==> src/rtl/switch_debouncer_pkg.sv <==
// rtl/switch_debouncer_pkg.sv - shared constants and types for the switch debouncer
// Purpose: clock frequency constant and the per-channel filter state type.
// Ports: none (package).
package switch_debouncer_pkg;

  // Internal HSOSC frequency; DEBOUNCE_CYCLES defaults are derived from it.
  localparam int CLK_HZ = 48_000_000;

  // Per-channel filter state: IDLE while the synchronised input matches the
  // clean level, COUNT while a candidate change is being timed.
  typedef enum logic {
    ST_IDLE  = 1'b0,
    ST_COUNT = 1'b1
  } filt_state_e;

endpackage

==> src/rtl/switch_debouncer_if.sv <==
// rtl/switch_debouncer_if.sv - switch input / debounced output bundle
// Purpose: groups the raw switch levels and the conditioned outputs.
// Signals:
//   s_raw   - raw switch levels, asynchronous to clk
//   s_clean - debounced levels
//   s_rise  - one-cycle pulse on s_clean 0->1, per bit
//   s_fall  - one-cycle pulse on s_clean 1->0, per bit
//   busy    - a change is pending on at least one channel
// Modports: master drives s_raw (switch side), slave is the debouncer.
interface switch_debouncer_if #(
  parameter int WIDTH = 4
);

  logic [WIDTH-1:0] s_raw;
  logic [WIDTH-1:0] s_clean;
  logic [WIDTH-1:0] s_rise;
  logic [WIDTH-1:0] s_fall;
  logic             busy;

  modport master (
    output s_raw,
    input  s_clean,
    input  s_rise,
    input  s_fall,
    input  busy
  );

  modport slave (
    input  s_raw,
    output s_clean,
    output s_rise,
    output s_fall,
    output busy
  );

endinterface

==> src/rtl/switch_debouncer_channel.sv <==
// rtl/switch_debouncer_channel.sv - one-bit synchroniser plus debounce filter
// Purpose: brings one raw switch bit into the clk domain and accepts a new
//          level only after it has differed from the clean level for
//          DEBOUNCE_CYCLES consecutive cycles.
// Ports:
//   clk      - clock
//   reset_n  - synchronous active-low reset
//   i_raw    - raw switch bit, asynchronous
//   o_clean  - debounced level
//   o_rise   - one-cycle pulse when o_clean goes 0->1
//   o_fall   - one-cycle pulse when o_clean goes 1->0
//   o_busy   - counter is non-zero (change pending)
module debounce_channel
  import switch_debouncer_pkg::*;
#(
  parameter int DEBOUNCE_CYCLES = 240000
) (
  input  logic clk,
  input  logic reset_n,
  input  logic i_raw,
  output logic o_clean,
  output logic o_rise,
  output logic o_fall,
  output logic o_busy
);

  localparam int CNT_W = $clog2(DEBOUNCE_CYCLES);
  localparam logic [CNT_W-1:0] CNT_MAX = CNT_W'(DEBOUNCE_CYCLES - 1);

  logic             r_sync1;
  logic             r_sync2;
  logic [CNT_W-1:0] r_cnt;
  logic             r_clean;
  logic             r_rise;
  logic             r_fall;
  filt_state_e      r_state;

  always_ff @(posedge clk) begin
    if (!reset_n) begin
      r_sync1 <= 1'b0;
      r_sync2 <= 1'b0;
      r_cnt   <= '0;
      r_clean <= 1'b0;
      r_rise  <= 1'b0;
      r_fall  <= 1'b0;
      r_state <= ST_IDLE;
    end else begin
      // Plain two-flop chain; nothing but r_sync2 is allowed past it.
      r_sync1 <= i_raw;
      r_sync2 <= r_sync1;
      r_rise  <= 1'b0;
      r_fall  <= 1'b0;
      if (r_sync2 == r_clean) begin
        // Matches (or bounced back): drop any partial count.
        r_cnt   <= '0;
        r_state <= ST_IDLE;
      end else if (r_cnt == CNT_MAX) begin
        // Held long enough: accept and pulse in the same cycle.
        r_clean <= r_sync2;
        r_rise  <= r_sync2;
        r_fall  <= ~r_sync2;
        r_cnt   <= '0;
        r_state <= ST_IDLE;
      end else begin
        r_cnt   <= r_cnt + CNT_W'(1);
        r_state <= ST_COUNT;
      end
    end
  end

  // COUNT is held exactly while the counter is non-zero.
  assign o_busy  = (r_state == ST_COUNT);
  assign o_clean = r_clean;
  assign o_rise  = r_rise;
  assign o_fall  = r_fall;

endmodule

==> src/rtl/switch_debouncer.sv <==
// rtl/switch_debouncer.sv - multi-channel switch synchroniser and debouncer
// Purpose: WIDTH independent debounce channels for the DIP-switch inputs,
//          giving clean levels and rise/fall pulses in the clk domain.
// Ports:
//   clk      - internal 48 MHz oscillator clock
//   reset_n  - synchronous active-low reset
//   sw       - switch_debouncer_if slave (s_raw in; s_clean, s_rise,
//              s_fall, busy out)
module switch_debouncer
  import switch_debouncer_pkg::*;
#(
  parameter int WIDTH           = 4,
  parameter int DEBOUNCE_CYCLES = CLK_HZ / 200
) (
  input  logic                clk,
  input  logic                reset_n,
  switch_debouncer_if.slave   sw
);

  logic [WIDTH-1:0] w_clean;
  logic [WIDTH-1:0] w_rise;
  logic [WIDTH-1:0] w_fall;
  logic [WIDTH-1:0] w_busy;

  genvar g;
  for (g = 0; g < WIDTH; g++) begin : g_ch
    debounce_channel #(
      .DEBOUNCE_CYCLES (DEBOUNCE_CYCLES)
    ) u_ch (
      .clk     (clk),
      .reset_n (reset_n),
      .i_raw   (sw.s_raw[g]),
      .o_clean (w_clean[g]),
      .o_rise  (w_rise[g]),
      .o_fall  (w_fall[g]),
      .o_busy  (w_busy[g])
    );
  end

  assign sw.s_clean = w_clean;
  assign sw.s_rise  = w_rise;
  assign sw.s_fall  = w_fall;
  // Each term is a flop output, so busy stays glitch-free.
  assign sw.busy    = |w_busy;

endmodule
==> src/flat_wrapper.sv <==
// flat-port wrapper written by rule: the top's interface ports become plain ports
module switch_debouncer_flat import switch_debouncer_pkg::*;
#(
  parameter int WIDTH           = 4,
  parameter int DEBOUNCE_CYCLES = CLK_HZ / 200
)
  (clk, reset_n, sw_s_raw, sw_s_clean, sw_s_rise, sw_s_fall, sw_busy);
  switch_debouncer_if #(.WIDTH(WIDTH)) sw_i ();
  input  logic clk;
  input  logic reset_n;
  input wire logic [$bits(sw_i.s_raw)-1:0] sw_s_raw;
  output wire logic [$bits(sw_i.s_clean)-1:0] sw_s_clean;
  output wire logic [$bits(sw_i.s_rise)-1:0] sw_s_rise;
  output wire logic [$bits(sw_i.s_fall)-1:0] sw_s_fall;
  output wire logic [$bits(sw_i.busy)-1:0] sw_busy;
  assign sw_i.s_raw = sw_s_raw;
  assign sw_s_clean = sw_i.s_clean;
  assign sw_s_rise = sw_i.s_rise;
  assign sw_s_fall = sw_i.s_fall;
  assign sw_busy = sw_i.busy;
  switch_debouncer #(.WIDTH(WIDTH), .DEBOUNCE_CYCLES(DEBOUNCE_CYCLES)) u_core (.clk(clk), .reset_n(reset_n), .sw(sw_i));
endmodule
==> config.mk <==
export PLATFORM = sky130hd
export DESIGN_NAME = switch_debouncer_flat
export DESIGN_NICKNAME = d
export VERILOG_FILES = /design/src/rtl/switch_debouncer_pkg.sv /design/src/rtl/switch_debouncer_if.sv /design/src/rtl/switch_debouncer_channel.sv /design/src/rtl/switch_debouncer.sv /design/src/flat_wrapper.sv
export SDC_FILE = /design/constraint.sdc
export NUM_CORES = 1
export LEC_CHECK = 0
export CAP_MARGIN = 10
export CORE_AREA = 5 5 93 95
export CTS_CLUSTER_DIAMETER = 30
export CTS_CLUSTER_SIZE = 14
export DETAILED_ROUTE_END_ITERATION = 16
export DIE_AREA = 0 0 98 100
export GPL_TIMING_DRIVEN = 1
export PLACE_DENSITY = 0.71
export SLEW_MARGIN = 30
export SYNTH_ARGS = -nofsm -noshare
export SYNTH_HDL_FRONTEND = slang
export SYNTH_SLANG_ARGS = --single-unit
==> constraint.sdc <==
create_clock -name clk -period 1.8 [get_ports clk]
set_input_delay 0.27 -clock clk [delete_from_list [all_inputs] [get_ports clk]]
set_output_delay 0.27 -clock clk [all_outputs]
set_load 0.005 [all_outputs]
Word level (Yosys, flattened, before mapping) --
Index checks and enable logic that the tools add are counted.
Operators by class: $add $sub $neg 4, bitwise operators 13, reductions and logical operators 17, mux-type cells 4, equal/unequal tests 8
Operator list (number):
- 18-bit by 1-bit adder with 18-bit output (second input constant) | 4
- 18-bit equality test (second input constant) | 4
- 3-bit OR reduction | 8
- 1-bit NOT | 13
- 2-bit AND reduction | 4
- 2-bit OR reduction | 4
- 1-bit equality test | 4
- 1-bit two-way mux | 4
- 4-bit OR reduction | 1
Storage, ports and cells: bits in registers 96, output and inout bits 13, word-level logic and storage cells 74, input bits 6

Longest topological paths before layout --
word-level depth 3, mapped depth 7, gate-level depth less buffers 5

By module --
Synthesis repeated with hierarchy kept, for this count alone.
Unflattened totals: cells, all modules 457, area, all modules 4151.5 um^2
By module, submodules not included:
- debounce_channel | times used 4, seq. area each 480.5 um^2, area each 1036.0 um^2, cells each 114
- switch_debouncer | times used 1, seq. area each 0.0 um^2, area each 7.5 um^2, cells each 1

Worst setup path after synthesis --
No wires, ideal clock.
path kind reg2reg, start register u_core.g_ch[1].u_ch.r_cnt[0], end register u_core.g_ch[1].u_ch.r_cnt[10], setup time 0.115 ns, setup slack -0.156 ns, cell stages (with the launch flop) 7, path buffers 1, arrival time 1.841 ns, cell sequence dfxtp_1 -> ha_1 -> nand4_1 -> or2_2 -> o31ai_2 -> buf_4 -> nor2_1
Between the ends: cells in the longest elaborated chain, start to end 2
Ends and longest elaborated chain:
- from (decl) | line switch_debouncer_channel.sv:32 | logic [CNT_W-1:0] r_cnt;
- from (signal assigned) | line switch_debouncer_channel.sv:65 | r_cnt <= r_cnt + CNT_W'(1);
- branches (longest 2 deep; another with 18-bit by 1-bit adder with 18-bit output)
Parallel ways; which one is timed is not known. A chain may end at the register's enable or synchronous reset.

Worst setup path after layout --
start register u_core.g_ch[3].u_ch.r_cnt[14], end register u_core.g_ch[3].u_ch.r_cnt[12]
Between the ends: cells in the longest elaborated chain, start to end 2
Ends and longest elaborated chain:
- from (decl) | line switch_debouncer_channel.sv:32
- from (signal assigned) | line switch_debouncer_channel.sv:65
- 18-bit equality test | line switch_debouncer_channel.sv:57 | end else if (r_cnt == CNT_MAX) begin
- 3-bit OR reduction (no line)
Every way passes these cells.

==> flow_summary.yaml <==
place:
  place.gp.congestion: 0.877
  dp_cell_count: 600
  setup_ws_pre_cts_ns: -0.0648
  placement.io_buffers: 18
  dp_hpwl_um: 5290
yosys:
  synth.cell_area_sq_um: 4080
  synth_flop_cell: "sky130_fd_sc_hd__dfxtp_1"
  synth_top_family_by_area: "simple AND/OR/NAND/NOR gates"
  post_synth_num_cell_types: 38
  ys_warn_count: 0
  multiplexer_area_fraction_after_synthesis_pct: 0.735
  synthesis.instances: 458
  synth-adder-area-share_pct: 1.23
  synth.area.top_cells: "sky130_fd_sc_hd__dfxtp_1, sky130_fd_sc_hd__xnor2_1, sky130_fd_sc_hd__nor2_1, sky130_fd_sc_hd__nor4_1, sky130_fd_sc_hd__nand3_1"
  synthSimpleGateAreaFrac_pct: 29.1
  synth-async-reset-ratio_pct: 0
  syn_nets: 468
  ys_ff_latch: 96
  post-synth-top-area-fraction_pct: 47.1
  synth_compound_gate_area_share_pct: 4.14
  synth_edf_count: 0
  postSynthAreaPerCell_sq_um: 8.92
  synth.yosys.seq_area_share_pct: 47.1
  yosysTopAreaCell: "sky130_fd_sc_hd__dfxtp_1"
  synth_area_in_xor_xnor_pct: 12.4
worst_hold_path:
  min_delay_worst_endpoint: "u_core.g_ch[0].u_ch.r_sync2"
  hp-class: "reg -> reg"
  holdCritStartpoint: "u_core.g_ch[0].u_ch.r_sync1"
  worstHoldPathCells: 1
timing:
  setup_viol_count_final: 17
  max-slew-margin-rel_pct: 73.3
  final-max-slew-violation-count: 0
  grt_setup_unrepaired: "yes"
  final.setup_skew_ns: 0.00989
  layout_worst_path_cycle_share_pct: 104
  final_hold_viol_count: 0
  final_critical_path_required_period_ns: 1.88
  finalWorstSetupSlack_ns: -0.0810
  max_clock_freq_ghz: 0.532
  worst-slew-pin-transition_ns: 0.397
clocking:
  cts.path.max_buffers: 2
  cts-buffers-inserted: 9
  clock_tree.htree_level_count: 3
  path_clk_slew_ns: 0.09
  cts_tree: "done"
  insertion_delay_ns: 0.35
  ctsRootBufferMaster: "sky130_fd_sc_hd__clkbuf_8"
  clkSinkCount: 96
setup_path:
  worst-setup-path-type: "reg -> reg"
  critical_path.cell_chain: "or4_4 > or4_4 > o21bai_4 > buf_12 > nor2_1"
  critical_path.reg2reg.startpoint: "u_core.g_ch[3].u_ch.r_cnt[14]"
  setup.worst_path.end_class: "register"
  cp_data_arrival_time_ns: 2.12
  crit_family: "simple AND/OR/NAND/NOR gates"
  worst_path_max_delay_cell: "sky130_fd_sc_hd__or4_4"
  timing.reg2reg.setup_slack_ns: -0.08
  path_depth: 5
  crit_buf_inv: 1
  critical_path_required_time_ns: 2.04
  timing.critical_path.fanout_max: 17
  critPathMostFrequentCell: "sky130_fd_sc_hd__or4_4"
  start_kind: "register"
  max_stage_delay_ns: 0.55
  worst_r2r_path_depth: 5
  regToRegEndpoint: "u_core.g_ch[3].u_ch.r_cnt[12]"
layout:
  drive_above_1_share_pct: 15.5
  multi_input_comb_area_sq_um: 1990
  finalNetCount: 520
  final.fill_count: 640
  flow.area_growth_from_synthesis_pct: 19.2
  antenna_cells: 0
  post_layout_nonfiller_instances: 617
  register_area_sq_um: 1930
run_status:
  outcome: "finished with violations"
  violations: "setup timing"
global_route:
  grt_util_all_layers_pct: 15.5
  grt_start_max_net_pins: 20
  globalRoute.totalOverflow: 0
  grt_pass1_vias: 3028
  wire_length_of_the_first_global_routing_pass_um: 12800
  grt_antenna_before_repair: 0
pwr:
  vdd.ir_drop.worst_mv: 0.513
  standby_leakage_power_nw: 1.59
  pwr_density_cell_nw_per_um2: 748
die:
  ios: 19
  die-height_um: 100
  floorplan.rows: 32
  fp.dieW_um: 98
  start_util_pct: 53.4
  core_area_sq_um: 7650
  die_area_sq_um: 9800
route:
  met2_length_um: 3620
  route.layer.met1.wl_um: 3570
  antenna_left: 0
  routed_via_density: 5.21
  drt_pre_antenna_iters: 4
  wirelength_um: 7470
  via_total_after_detailed_routing: 3213
  route.detailed.wl_per_inst_um: 12.1
  maxUsedRoutingLayer: "met4"
  drtIter0Drc: 51
  drc_errors: 0
  met3_wirelength_um: 166
run:
  maxCapViolCount: 0
[cells in the mapped netlist (all sizes together) (6+ instances only)]
master and count:
a21oi 11, and2 10, and3 6, buf 16, dfxtp 96, inv 20, nand2 27, nand3 27
nand4 21, nor2 76, nor3 12, nor4 22, or4 8, xnor2 44, xor2 14
[routing by layer]
| layer | vias to the layer above | global-route usage, % |
|---|---|---|
| met5 | - | 0 |
| met4 | 0 | 5.64 |
| met3 | 12 | 2.57 |
| met2 | 42 | 27.2 |
| met1 | 1488 | 19.4 |
| li1 | 1671 | - |
[cell families after synthesis]
family / Yosys count
AOI/OAI and AO/OA: 25
xor gates and xnor gates: 58
adders and majority gates: 4
buffers and inverters: 41
DFF: 96
muxes: 3
and+or+nand+nor: 231
[cells in the final DEF, fill, tap and decap left out, types with 14 or more instances in the layout]
cell type / netlist / routed
sky130_fd_sc_hd__dfxtp_1: 96 / 93
sky130_fd_sc_hd__nor2_1: 76 / 76
sky130_fd_sc_hd__xnor2_1: 44 / 44
sky130_fd_sc_hd__buf_4: 14 / 41
sky130_fd_sc_hd__nand2_1: 27 / 27
sky130_fd_sc_hd__nand3_1: 27 / 27
sky130_fd_sc_hd__nand4_1: 20 / 20
sky130_fd_sc_hd__inv_1: 20 / 20
sky130_fd_sc_hd__nor4_1: 22 / 20
sky130_fd_sc_hd__clkdlybuf4s50_1: 0 / 17
sky130_fd_sc_hd__xor2_1: 14 / 14
[cell type report]
cell class / instances / area share [%]
inverters: 20 / 1.54
repair buffers: 62 / 11.2
multi-input cells: 321 / 40.9
clock buffers: 11 / 2.90
well taps: 102 / 2.62
flip-flops and latches: 96 / 39.6
clock inverters: 5 / 1.26
[power by group]
group          switching (mW)  internal, mW  total (mW)
Clock                   0.738         0.692        1.43
Combinational          0.0346        0.0360      0.0706
Sequential            0.00750          2.14        2.14
Total                   0.780          2.86        3.64
[what timing repair did]
item / CTS / global route
hold buffers: 0 / 0
endpoints found under the setup margin: 18 / 24
gates cloned: 0 / 0
pin swaps: 0 / 2
resized for setup: 2 / 6
buffers inserted: 0 / 1
[sequential cells by signal (all words and copies together) (netlist names)]
name and cells:
u_core.g_ch.u_ch.o_fall 4, u_core.g_ch.u_ch.r_cnt 72, u_core.g_ch.u_ch.r_sync2 4, u_core.g_ch.u_ch.r_sync1 4, u_core.g_ch.u_ch.o_rise 4, u_core.g_ch.u_ch.o_clean 4, u_core.g_ch.u_ch.o_busy 4
[per-stage QoR]
stage | total power, mW | TNS (ns) | hold slack (ns) | utilization [%] | cell area [sq um]
3_3_place_gp | 2.26 | -0.268 | 0.416 | 60.5 | 4630
3_5_place_dp | 2.26 | -0.843 | 0.417 | 60.5 | 4630
6_report | 3.64 | -1.11 | 0.435 | 63.6 | 4870
2_1_floorplan | 2.23 | -0.688 | 0.397 | - | 4100
4_1_cts | 3.68 | -0.966 | 0.437 | 63.2 | 4830
5_1_grt | 3.78 | -2.00 | 0.463 | 63.6 | 4870
[how the worst max path moves through the flow]
stage | to | slack (ns) | start
6_report | u_core.g_ch[3].u_ch.r_cnt[12] | -0.08 | u_core.g_ch[3].u_ch.r_cnt[14]
5_1_grt | u_core.g_ch[3].u_ch.r_cnt[12] | -0.13 | u_core.g_ch[3].u_ch.r_cnt[14]
4_1_cts | u_core.g_ch[3].u_ch.r_cnt[12] | -0.08 | u_core.g_ch[3].u_ch.r_cnt[14]
3_5_place_dp | u_core.g_ch[3].u_ch.r_cnt[13] | -0.06 | u_core.g_ch[3].u_ch.r_cnt[14]
3_3_place_gp | u_core.g_ch[3].u_ch.r_cnt[17] | -0.02 | u_core.g_ch[3].u_ch.r_cnt[14]
2_1_floorplan | u_core.g_ch[3].u_ch.r_cnt[7] | -0.07 | u_core.g_ch[3].u_ch.r_cnt[14]
(Power assumes the default switching activity.)
